<file path="config.mk">
export PLATFORM = sky130hd
export DESIGN_NAME = pipe_hazard_ctrl
export DESIGN_NICKNAME = d
export VERILOG_FILES = /design/src/rtl/pipe_hazard_ctrl.sv
export SDC_FILE = /design/constraint.sdc
export NUM_CORES = 1
export LEC_CHECK = 0
export CAP_MARGIN = 20
export CORE_ASPECT_RATIO = 1.75
export CORE_UTILIZATION = 40
export CTS_CLUSTER_SIZE = 10
export DETAILED_ROUTE_END_ITERATION = 16
export PLACE_DENSITY_LB_ADDON = 0.25
export SLEW_MARGIN = 20
export SYNTH_ARGS = -nofsm -noshare
export SYNTH_HDL_FRONTEND = slang
export SYNTH_SLANG_ARGS = --single-unit
</file>
<file path="constraint.sdc">
create_clock -name clk -period 2.15 [get_ports clk]
set_clock_uncertainty 0.1 [all_clocks]
set_input_delay 0.215 -clock clk [delete_from_list [all_inputs] [get_ports clk]]
set_output_delay 0.215 -clock clk [all_outputs]
set_load 0.02 [all_outputs]
</file>
<file path="src/rtl/pipe_hazard_ctrl.sv">
// Hazard and pipeline-control unit for a 5-stage pipeline: stalls, redirects,
// flushes, ALU forwarding selects and a data-memory wait-state freeze.
module pipe_hazard_ctrl #(
  parameter int REG_AW  = 5,
  parameter int MEM_LAT = 0,
  parameter int FWD_EN  = 1,
  parameter int CNT_W   = 32
) (
  input  logic              clk,
  input  logic              rst,
  input  logic              id_valid,
  input  logic [REG_AW-1:0] id_rs,
  input  logic [REG_AW-1:0] id_rt,
  input  logic              id_use_rs,
  input  logic              id_use_rt,
  input  logic              id_wr_en,
  input  logic [REG_AW-1:0] id_wr_reg,
  input  logic              id_is_load,
  input  logic              id_is_store,
  input  logic              id_jump,
  input  logic              ex_branch_taken,
  output logic              pc_en,
  output logic              ifid_en,
  output logic              ifid_flush,
  output logic              idex_flush,
  output logic              pipe_en,
  output logic [1:0]        fwd_a,
  output logic [1:0]        fwd_b,
  output logic [1:0]        pc_sel,
  output logic [CNT_W-1:0]  stall_cnt
);

  localparam logic [3:0]        LAT    = 4'(MEM_LAT);
  localparam logic              FWD_ON = (FWD_EN != 0);
  localparam logic [REG_AW-1:0] R0     = {REG_AW{1'b0}};

  typedef struct packed {
    logic              v;
    logic              wr;
    logic              ld;
    logic              st;
    logic              use_rs;
    logic              use_rt;
    logic [REG_AW-1:0] rd;
    logic [REG_AW-1:0] rs;
    logic [REG_AW-1:0] rt;
  } ex_stage_t;

  // MEM and WB are only ever consulted as forwarding/dependency producers.
  typedef struct packed {
    logic              v;
    logic              wr;
    logic [REG_AW-1:0] rd;
  } dst_stage_t;

  localparam ex_stage_t  EX_BUBBLE  = '{v: 1'b0, wr: 1'b0, ld: 1'b0, st: 1'b0,
                                         use_rs: 1'b0, use_rt: 1'b0,
                                         rd: R0, rs: R0, rt: R0};
  localparam dst_stage_t DST_BUBBLE = '{v: 1'b0, wr: 1'b0, rd: R0};

  ex_stage_t         ex_q, ex_d, id_stage;
  dst_stage_t        mem_q, mem_d, wb_q, wb_d;
  logic [3:0]        wcnt_q, wcnt_d;
  logic [CNT_W-1:0]  stall_cnt_q, stall_cnt_d;
  logic              frozen, branch, load_use, any_dep, stall, jump;

  function automatic logic dst_hit(logic v, logic wr, logic [REG_AW-1:0] rd,
                                   logic [REG_AW-1:0] src, logic use_src);
    return v & wr & (rd != R0) & (rd == src) & use_src;
  endfunction

  function automatic logic [1:0] fwd_sel(dst_stage_t mem_s, dst_stage_t wb_s,
                                         logic [REG_AW-1:0] src, logic use_src);
    logic [1:0] sel;
    if (dst_hit(mem_s.v, mem_s.wr, mem_s.rd, src, use_src)) begin
      sel = 2'd1;
    end else if (dst_hit(wb_s.v, wb_s.wr, wb_s.rd, src, use_src)) begin
      sel = 2'd2;
    end else begin
      sel = 2'd0;
    end
    return sel;
  endfunction

  // Pack the ID-stage inputs into the shadow record format.
  always_comb begin
    id_stage = '{v: id_valid, wr: id_wr_en, ld: id_is_load, st: id_is_store,
                 use_rs: id_use_rs, use_rt: id_use_rt,
                 rd: id_wr_reg, rs: id_rs, rt: id_rt};
  end

  // Hazard detection against the shadow stages.
  always_comb begin
    frozen   = (wcnt_q != 4'd0);
    branch   = ex_q.v & ex_branch_taken;
    load_use = ex_q.ld &
               (dst_hit(ex_q.v, ex_q.wr, ex_q.rd, id_rs, id_use_rs) |
                dst_hit(ex_q.v, ex_q.wr, ex_q.rd, id_rt, id_use_rt));
    any_dep  = dst_hit(ex_q.v,  ex_q.wr,  ex_q.rd,  id_rs, id_use_rs) |
               dst_hit(ex_q.v,  ex_q.wr,  ex_q.rd,  id_rt, id_use_rt) |
               dst_hit(mem_q.v, mem_q.wr, mem_q.rd, id_rs, id_use_rs) |
               dst_hit(mem_q.v, mem_q.wr, mem_q.rd, id_rt, id_use_rt) |
               dst_hit(wb_q.v,  wb_q.wr,  wb_q.rd,  id_rs, id_use_rs) |
               dst_hit(wb_q.v,  wb_q.wr,  wb_q.rd,  id_rt, id_use_rt);
    stall    = load_use | (~FWD_ON & any_dep);
    jump     = id_valid & id_jump;
  end

  // Pipeline control with priority reset > freeze > branch > stall > jump.
  always_comb begin
    pc_en      = 1'b1;
    ifid_en    = 1'b1;
    pipe_en    = 1'b1;
    ifid_flush = 1'b0;
    idex_flush = 1'b0;
    pc_sel     = 2'd0;
    if (rst) begin
      pc_en      = 1'b0;
      ifid_en    = 1'b0;
      ifid_flush = 1'b1;
      idex_flush = 1'b1;
    end else if (frozen) begin
      pc_en   = 1'b0;
      ifid_en = 1'b0;
      pipe_en = 1'b0;
    end else if (branch) begin
      pc_sel     = 2'd1;
      ifid_flush = 1'b1;
      idex_flush = 1'b1;
    end else if (stall) begin
      pc_en      = 1'b0;
      ifid_en    = 1'b0;
      idex_flush = 1'b1;
    end else if (jump) begin
      pc_sel     = 2'd2;
      ifid_flush = 1'b1;
    end else begin
      pc_sel     = 2'd0;
    end
  end

  // ALU operand forwarding for the instruction currently in EX.
  always_comb begin
    if (rst || !FWD_ON) begin
      fwd_a = 2'd0;
      fwd_b = 2'd0;
    end else begin
      fwd_a = fwd_sel(mem_q, wb_q, ex_q.rs, ex_q.use_rs);
      fwd_b = fwd_sel(mem_q, wb_q, ex_q.rt, ex_q.use_rt);
    end
  end

  // Next state of the shadow pipeline, wait counter and stall counter.
  always_comb begin
    ex_d  = ex_q;
    mem_d = mem_q;
    wb_d  = wb_q;
    if (pipe_en) begin
      ex_d  = idex_flush ? EX_BUBBLE : id_stage;
      mem_d = '{v: ex_q.v, wr: ex_q.wr, rd: ex_q.rd};
      wb_d  = mem_q;
    end else begin
      ex_d  = ex_q;
    end

    if (frozen) begin
      wcnt_d = wcnt_q - 4'd1;
    end else if (pipe_en && ex_q.v && (ex_q.ld || ex_q.st)) begin
      wcnt_d = LAT;
    end else begin
      wcnt_d = 4'd0;
    end

    if (!pc_en) begin
      stall_cnt_d = stall_cnt_q + {{(CNT_W-1){1'b0}}, 1'b1};
    end else begin
      stall_cnt_d = stall_cnt_q;
    end
  end

  // State registers with synchronous reset; reset also aborts a freeze.
  always_ff @(posedge clk) begin
    if (rst) begin
      ex_q        <= EX_BUBBLE;
      mem_q       <= DST_BUBBLE;
      wb_q        <= DST_BUBBLE;
      wcnt_q      <= 4'd0;
      stall_cnt_q <= {CNT_W{1'b0}};
    end else begin
      ex_q        <= ex_d;
      mem_q       <= mem_d;
      wb_q        <= wb_d;
      wcnt_q      <= wcnt_d;
      stall_cnt_q <= stall_cnt_d;
    end
  end

  assign stall_cnt = stall_cnt_q;

endmodule

</file>
==> results of run 1 <==
-- power groups by stage --
stage	Clock [mW]	Sequential [mW]	Combinational [mW]
6_report	1.53	1.83	2.38
5_1_grt	1.60	1.86	2.56
4_1_cts	1.55	1.82	2.21
3_5_place_dp	0	1.83	2.04
3_3_place_gp	0	1.82	2.00
2_1_floorplan	0	1.80	1.25
-- layout by cell type, fill, tap and decap left out, types with 13 or more instances in the layout --
cell type        instances
dfxtp_2                 14
xnor2_1                 13
o21ai_0                 16
or3_1                   15
nand2_1                 46
buf_4                   65
xor2_1                  17
a22o_1                  17
a21oi_1                 39
dfxtp_1                 55
nor2_1                  14
nand3_1                 15
clkdlybuf4s50_1         53
buf_6                   19
-- cell usage after synthesis, drive strengths merged (2+ instances only) --
cell    number  area [um^2]
and2         3        18.77
or2          2        12.52
nor4         6        37.54
or3         20        135.1
nand2       46        172.7
ha           2        25.02
o21ai       18        90.09
a22o        17        148.9
inv         10        37.54
or4         13        98.85
xnor2       16        140.1
and3         2        12.51
o21bai       2        15.01
dfxtp       70         1401
xor2        18        157.7
nor2        19        71.32
nor3        11        71.32
o31ai       10        75.07
nand4        8        71.32
nand3       16        80.08
a21oi       49        256.5
buf          6        52.55
clkbuf      15        67.56
-- flip-flops by register name, summed over array words and instances, names as in the netlist --
| name | flops |
|---|---|
| mem_q | 7 |
| wb_q | 7 |
| stall_cnt | 32 |
| wcnt_q | 4 |
| ex_q | 20 |
-- cells by family (layout without fill, tap and decap cells) --
logic type               count (synthesis)  count (layout)  synth area share [%]
AND/OR/NAND/NOR                        149             149                 23.96
AO/OA/AOI/OAI                          105             105                 19.96
flip-flops                              70              70                 41.54
XOR/XNOR                                34              34                 8.828
buffers and inverters                   31             167                 4.674
adder cells (fa/ha/maj)                  2               2                0.7417
multiplexers                             1               1                0.2967
-- metrics by stage --
step | hold WS (ps) | setup TNS [ps]
after floorplan | 240.7 | 0
after global placement | 345.8 | -13910
after detailed placement | 356.4 | -15980
after CTS | 80.31 | -2549
after global routing | 115.7 | -6082
final | 89.27 | -3486
-- metal layers --
| layer | track usage, % | up-vias | routed length (um) |
|---|---|---|---|
| met5 | 0 | - | 0 |
| met4 | 12.25 | 0 | 432 |
| met3 | 3.586 | 35 | 386 |
| met2 | 50.83 | 111 | 6181 |
| met1 | 22.94 | 1660 | 3764 |
| li1 | - | 1695 | - |
-- worst paths after layout --
check,start,to,cells past startpoint
hold reg to reg,wb_q[5],wb_q[5],2
hold / removal,id_rt[4],ex_q[4],2
setup / recovery,ex_q[13],pc_sel[1],6
setup reg to reg,ex_q[13],stall_cnt[26],10
-- repair_timing --
action	4_1_cts	5_1_grt
gates resized for setup	100	36
buffers inserted	7	5
setup endpoints to repair	42	42
pin swaps	24	14
-- area by class of cell --
| type | instances | area [um^2] |
|---|---|---|
| Timing Repair Buffer | 142 | 1299 |
| Multi-Input combinational cell | 291 | 2095 |
| Tap cell | 92 | 115.1 |
| Inverter | 10 | 37.54 |
| Sequential cell | 70 | 1423 |
| Fill cell | 716 | 2980 |
| Clock inverter | 3 | 42.54 |
| Clock buffer | 12 | 266.5 |
==> run metrics, run 1 <==
clk root buf clkbuf_16; count of different cell masters after synthesis 48; Slew HR 73.32%; post-route ant nets 0; Slew Limit Fails 0; Final Setup Violations 38; PwrDens 1087 nW/um^2; EDFF count, synth 0; Period minus WS final 2396 ps; clk sinks 70; post-route setup slack -245.8 ps; placed cell area 4577 um^2; final instance area 5278 um^2; io pins 68; CP arrival 2080 ps; non-filler cells, final 620; Int Power 3.691 mW; number of diodes 0; first-pass GRT wire length 16700 um; type of destination of the critical path output pin; Syn Inst Count 392; final core occ 63.91%; Seq pwr share 31.9%; hold-fix buffers at CTS 0; slowest stage delay, CP 540 ps; Detailed Routing Iterations Pass 1 4; syn_nets 419; CP top delay family simple AND/OR/NAND/NOR gates; GR Overflow Total 0; Max Cap Violations 0; Synth Cell Area 3373 um^2; number of global-route vias before repair 3553; clock network power share 26.7%; TritonCTS clock tree built; Pleak 2.003 nW; DR vias/cell 5.647; failing checks negative setup slack; Die Wd 71.42 um; Sw Share 35.67%; Avg Cell Area, Syn 8.605 um^2; RD Place Congestion 0.8816; VDD IR max 0.0005948 V; synthesized flop and latch total 70; worst-skew pair later-pin latency 330 ps; Critical-path top delay cell or4_4; cell row count 44; required time of the critical path 1840 ps; core footprint 8258 um^2; H-tree depth 3; clk buf depth 2; Worst-Margin Slew 400.2 ps; placed cell count 593; Port Buf Inserts 66; Initial Utilization 40.85%; Nets 551; Initial DRC Count 229; Setup crit start kind flop; average routed wire per standard cell 17.36 um; pre-CTS setup slack -535.1 ps; Crit Path Class reg2out; endpoints failing hold 0; CTS buffer count 9; GRT Total Usage 24.80%; outcome complete, but fails checks; Warnings, synthesis 0; largest net degree at the start of global routing 33; Power Total 5.737 mW; Die ar. 8819 um^2; final period utilization 111.4%; Area Overhead vs Synth 56.45%; setup slack, reg-to-reg -160 ps; DR vias 3501; Max Freq 417.4 MHz; drt drc 0; share of cells above drive strength 1 33.14%; ys flop type dfxtp_1; antenna violations before repair 0; CP Cell Sequence or4_4 -> o2111a_1 -> a22oi_2 -> and2_4 -> and3_4 -> buf_6; worst hold-check path type in2reg; register area share after synthesis 41.54%; clock slew at reported path FFs 50 ps; worst path bufs/invs 1; RSZ-0062 raised after global routing true; Die H 123.5 um; Combinational Power Share 41.4%; largest fanout on the critical path 2; drt total wl 10760 um; sw power 2.046 mW; ys async rst share 0%; hpwl dp 7656 um
No activity file was read; power rests on OpenSTA's default activity.
==> run 2, diff against run 1 <==
--- a/config.mk
+++ b/config.mk
@@ -7,11 +7,11 @@
 export LEC_CHECK = 0
 export CAP_MARGIN = 20
 export CORE_ASPECT_RATIO = 1.75
-export CORE_UTILIZATION = 40
+export CORE_UTILIZATION = 46
 export CTS_CLUSTER_SIZE = 10
 export DETAILED_ROUTE_END_ITERATION = 16
 export PLACE_DENSITY_LB_ADDON = 0.25
-export SLEW_MARGIN = 20
+export SLEW_MARGIN = 15
 export SYNTH_ARGS = -nofsm -noshare
 export SYNTH_HDL_FRONTEND = slang
 export SYNTH_SLANG_ARGS = --single-unit
==> run 2 against run 1 <==
The flow still finishes with violations (negative setup slack). Via count increased by 1.9%. Routed wire length grew 4.8%. Sequential power hardly changed. Combinational power up 6%. Total power rose by 1.9%. Cell area shrank 2.1%. Global-route usage increased by 6.5 points. Final cell count fell by 0.32%. First-iteration DRC count decreased by 29%. Worst hold slack gained 110 ps. Flip-flop and latch count stayed put. Largest cell class unchanged. Highest routed layer unchanged.
==> run metrics, run 2 (same netlist as run 1, synthesis figures left out) <==
outcome complete, but fails checks (unchanged); average routed wire per standard cell 18.25 um (was 17.36 um); commonest non-fill, non-tap cell in the layout buf_4 (unchanged); largest fanout on the critical path 2 (unchanged); clk root buf clkbuf_16 (unchanged); Initial DRC Count 163 (was 229); worst-skew pair later-pin latency 340 ps (was 330 ps); most frequent cells in the layout buf_4 (69), dfxtp_1 (54), clkdlybuf4s50_1 (54), nand2_1 (46), a21oi_1 (43) (was buf_4 (65), dfxtp_1 (55), clkdlybuf4s50_1 (53), nand2_1 (46), a21oi_1 (39)); Period minus WS final 2480 ps (was 2396 ps); RSZ-0062 raised after global routing true (unchanged); Detailed Routing Iterations Pass 1 4 (unchanged); clock slew at reported path FFs 60 ps (was 50 ps); drt total wl 11280 um (was 10760 um); io pins 68 (unchanged); Slew HR 76.04% (was 73.32%); CTS buffer count 9 (unchanged); Initial Utilization 47.31% (was 40.85%); Die H 115.3 um (was 123.5 um); GR Overflow Total 0 (unchanged); antenna violations before repair 0 (unchanged); share of cells above drive strength 1 32.52% (was 33.14%); largest net degree at the start of global routing 28 (was 33); post-route setup slack -330.0 ps (was -245.8 ps); final core occ 72.49% (was 63.91%); number of global-route vias before repair 3568 (was 3553); required time of the critical path 1840 ps (about the same); Nets 554 (was 551); Port Buf Inserts 66 (unchanged); max reg flops 32 (unchanged); Crit Path Class reg2out (unchanged); Layout fillers 528 (was 716); GRT Total Usage 31.28% (was 24.80%); Final Setup Violations 40 (was 38); DR vias 3566 (was 3501); first-pass GRT wire length 17620 um (was 16700 um); DR vias/cell 5.770 (was 5.647); Slew Limit Fails 0 (unchanged); endpoints failing hold 0 (unchanged); core footprint 7131 um^2 (was 8258 um^2); post-route ant nets 0 (unchanged); Power Total 5.847 mW (was 5.737 mW); Die ar. 7693 um^2 (was 8819 um^2); TNS Setup -6867 ps (was -3486 ps); worst hold-check path type in2reg (unchanged); Worst-Margin Slew 358.8 ps (was 400.2 ps); Max Freq 403.2 MHz (was 417.4 MHz); PwrDens 1131 nW/um^2 (was 1087 nW/um^2); cell row count 41 (was 44); clk buf depth 2 (unchanged); VDD IR max 0.0006291 V (was 0.0005948 V); number of diodes 0 (unchanged); Max Cap Violations 0 (unchanged); Setup crit start kind flop (unchanged); final period utilization 115.3% (was 111.4%); type of destination of the critical path output pin (unchanged); drt drc 0 (unchanged); Area Overhead vs Synth 53.23% (was 56.45%); hpwl dp 7614 um (was 7656 um); RD Place Congestion 0.8342 (was 0.8816); clk sinks 70 (unchanged); Pleak 1.967 nW (was 2.003 nW); TritonCTS clock tree built (unchanged); CP arrival 2160 ps (was 2080 ps); H-tree depth 3 (unchanged); Die Wd 66.73 um (was 71.42 um); failing checks negative setup slack (unchanged)
==> run 2: power breakdown <==
| group | internal [mW] | switching (mW) | total [mW] |
|---|---|---|---|
| clock network | 0.896 | 0.592 | 1.49 |
| logic | 1.22 | 1.29 | 2.52 |
| registers | 1.56 | 0.286 | 1.84 |
==> run 2: critical path, stage by stage (launching register included) <==
cell and delay, ps:
dfxtp_2 320, or4_4 560, o2111a_1 300, a22oi_2 170, and2_4 180, and3_4 180, buf_6 110
==> run 2: per-layer routing <==
layer	up-vias	GRT usage, %	share of wire (%)
met5	-	0	0
met1	1743	28.66	34
li1	1700	-	-
met3	32	11.11	5.0
met2	91	55.35	56
met4	0	21.84	4.6
==> run 2: area by class of cell <==
class / instances / area, um^2 / area share (%)
clock inverter: 7 / 75.07 / 1.452
inverter: 10 / 37.54 / 0.7262
tap: 86 / 107.6 / 2.082
timing repair buffer: 145 / 1272 / 24.62
sequential: 70 / 1421 / 27.50
clock buffer: 9 / 225.2 / 4.357
multi-input combinational: 291 / 2029 / 39.26
==> run 2: timing repair <==
action,4_1_cts,5_1_grt
gates cloned,1,0
hold buffers,0,0
setup endpoints to repair,42,43
buffers inserted,5,3
pin swaps,30,20
resized for setup,105,20
==> run 2: stage by stage <==
| stage | instances | hold WS (ps) | worst slack [ps] | cell area (um^2) |
|---|---|---|---|---|
| after floorplan | 392 | 240.7 | 5.240 | 3421 |
| after global placement | 594 | 345.7 | -412.5 | 4597 |
| after detailed placement | 594 | 358.2 | -436.6 | 4597 |
| after CTS | 616 | 168.6 | -262.9 | 5104 |
| after global routing | 618 | 203.6 | -403.3 | 5169 |
| final | 618 | 197.5 | -330.0 | 5169 |
==> run 2: path summary, 6_finish.rpt <==
check / from / slack [ps] / endpoint / depth (start not counted)
worst min-delay path: rst / 200 / ex_q[13] / 2
worst min register to register: wb_q[6] / 360 / wb_q[6] / 2
worst max register to register: ex_q[13] / -240 / stall_cnt[3] / 9
worst max-delay path: ex_q[13] / -330 / pc_sel[1] / 6
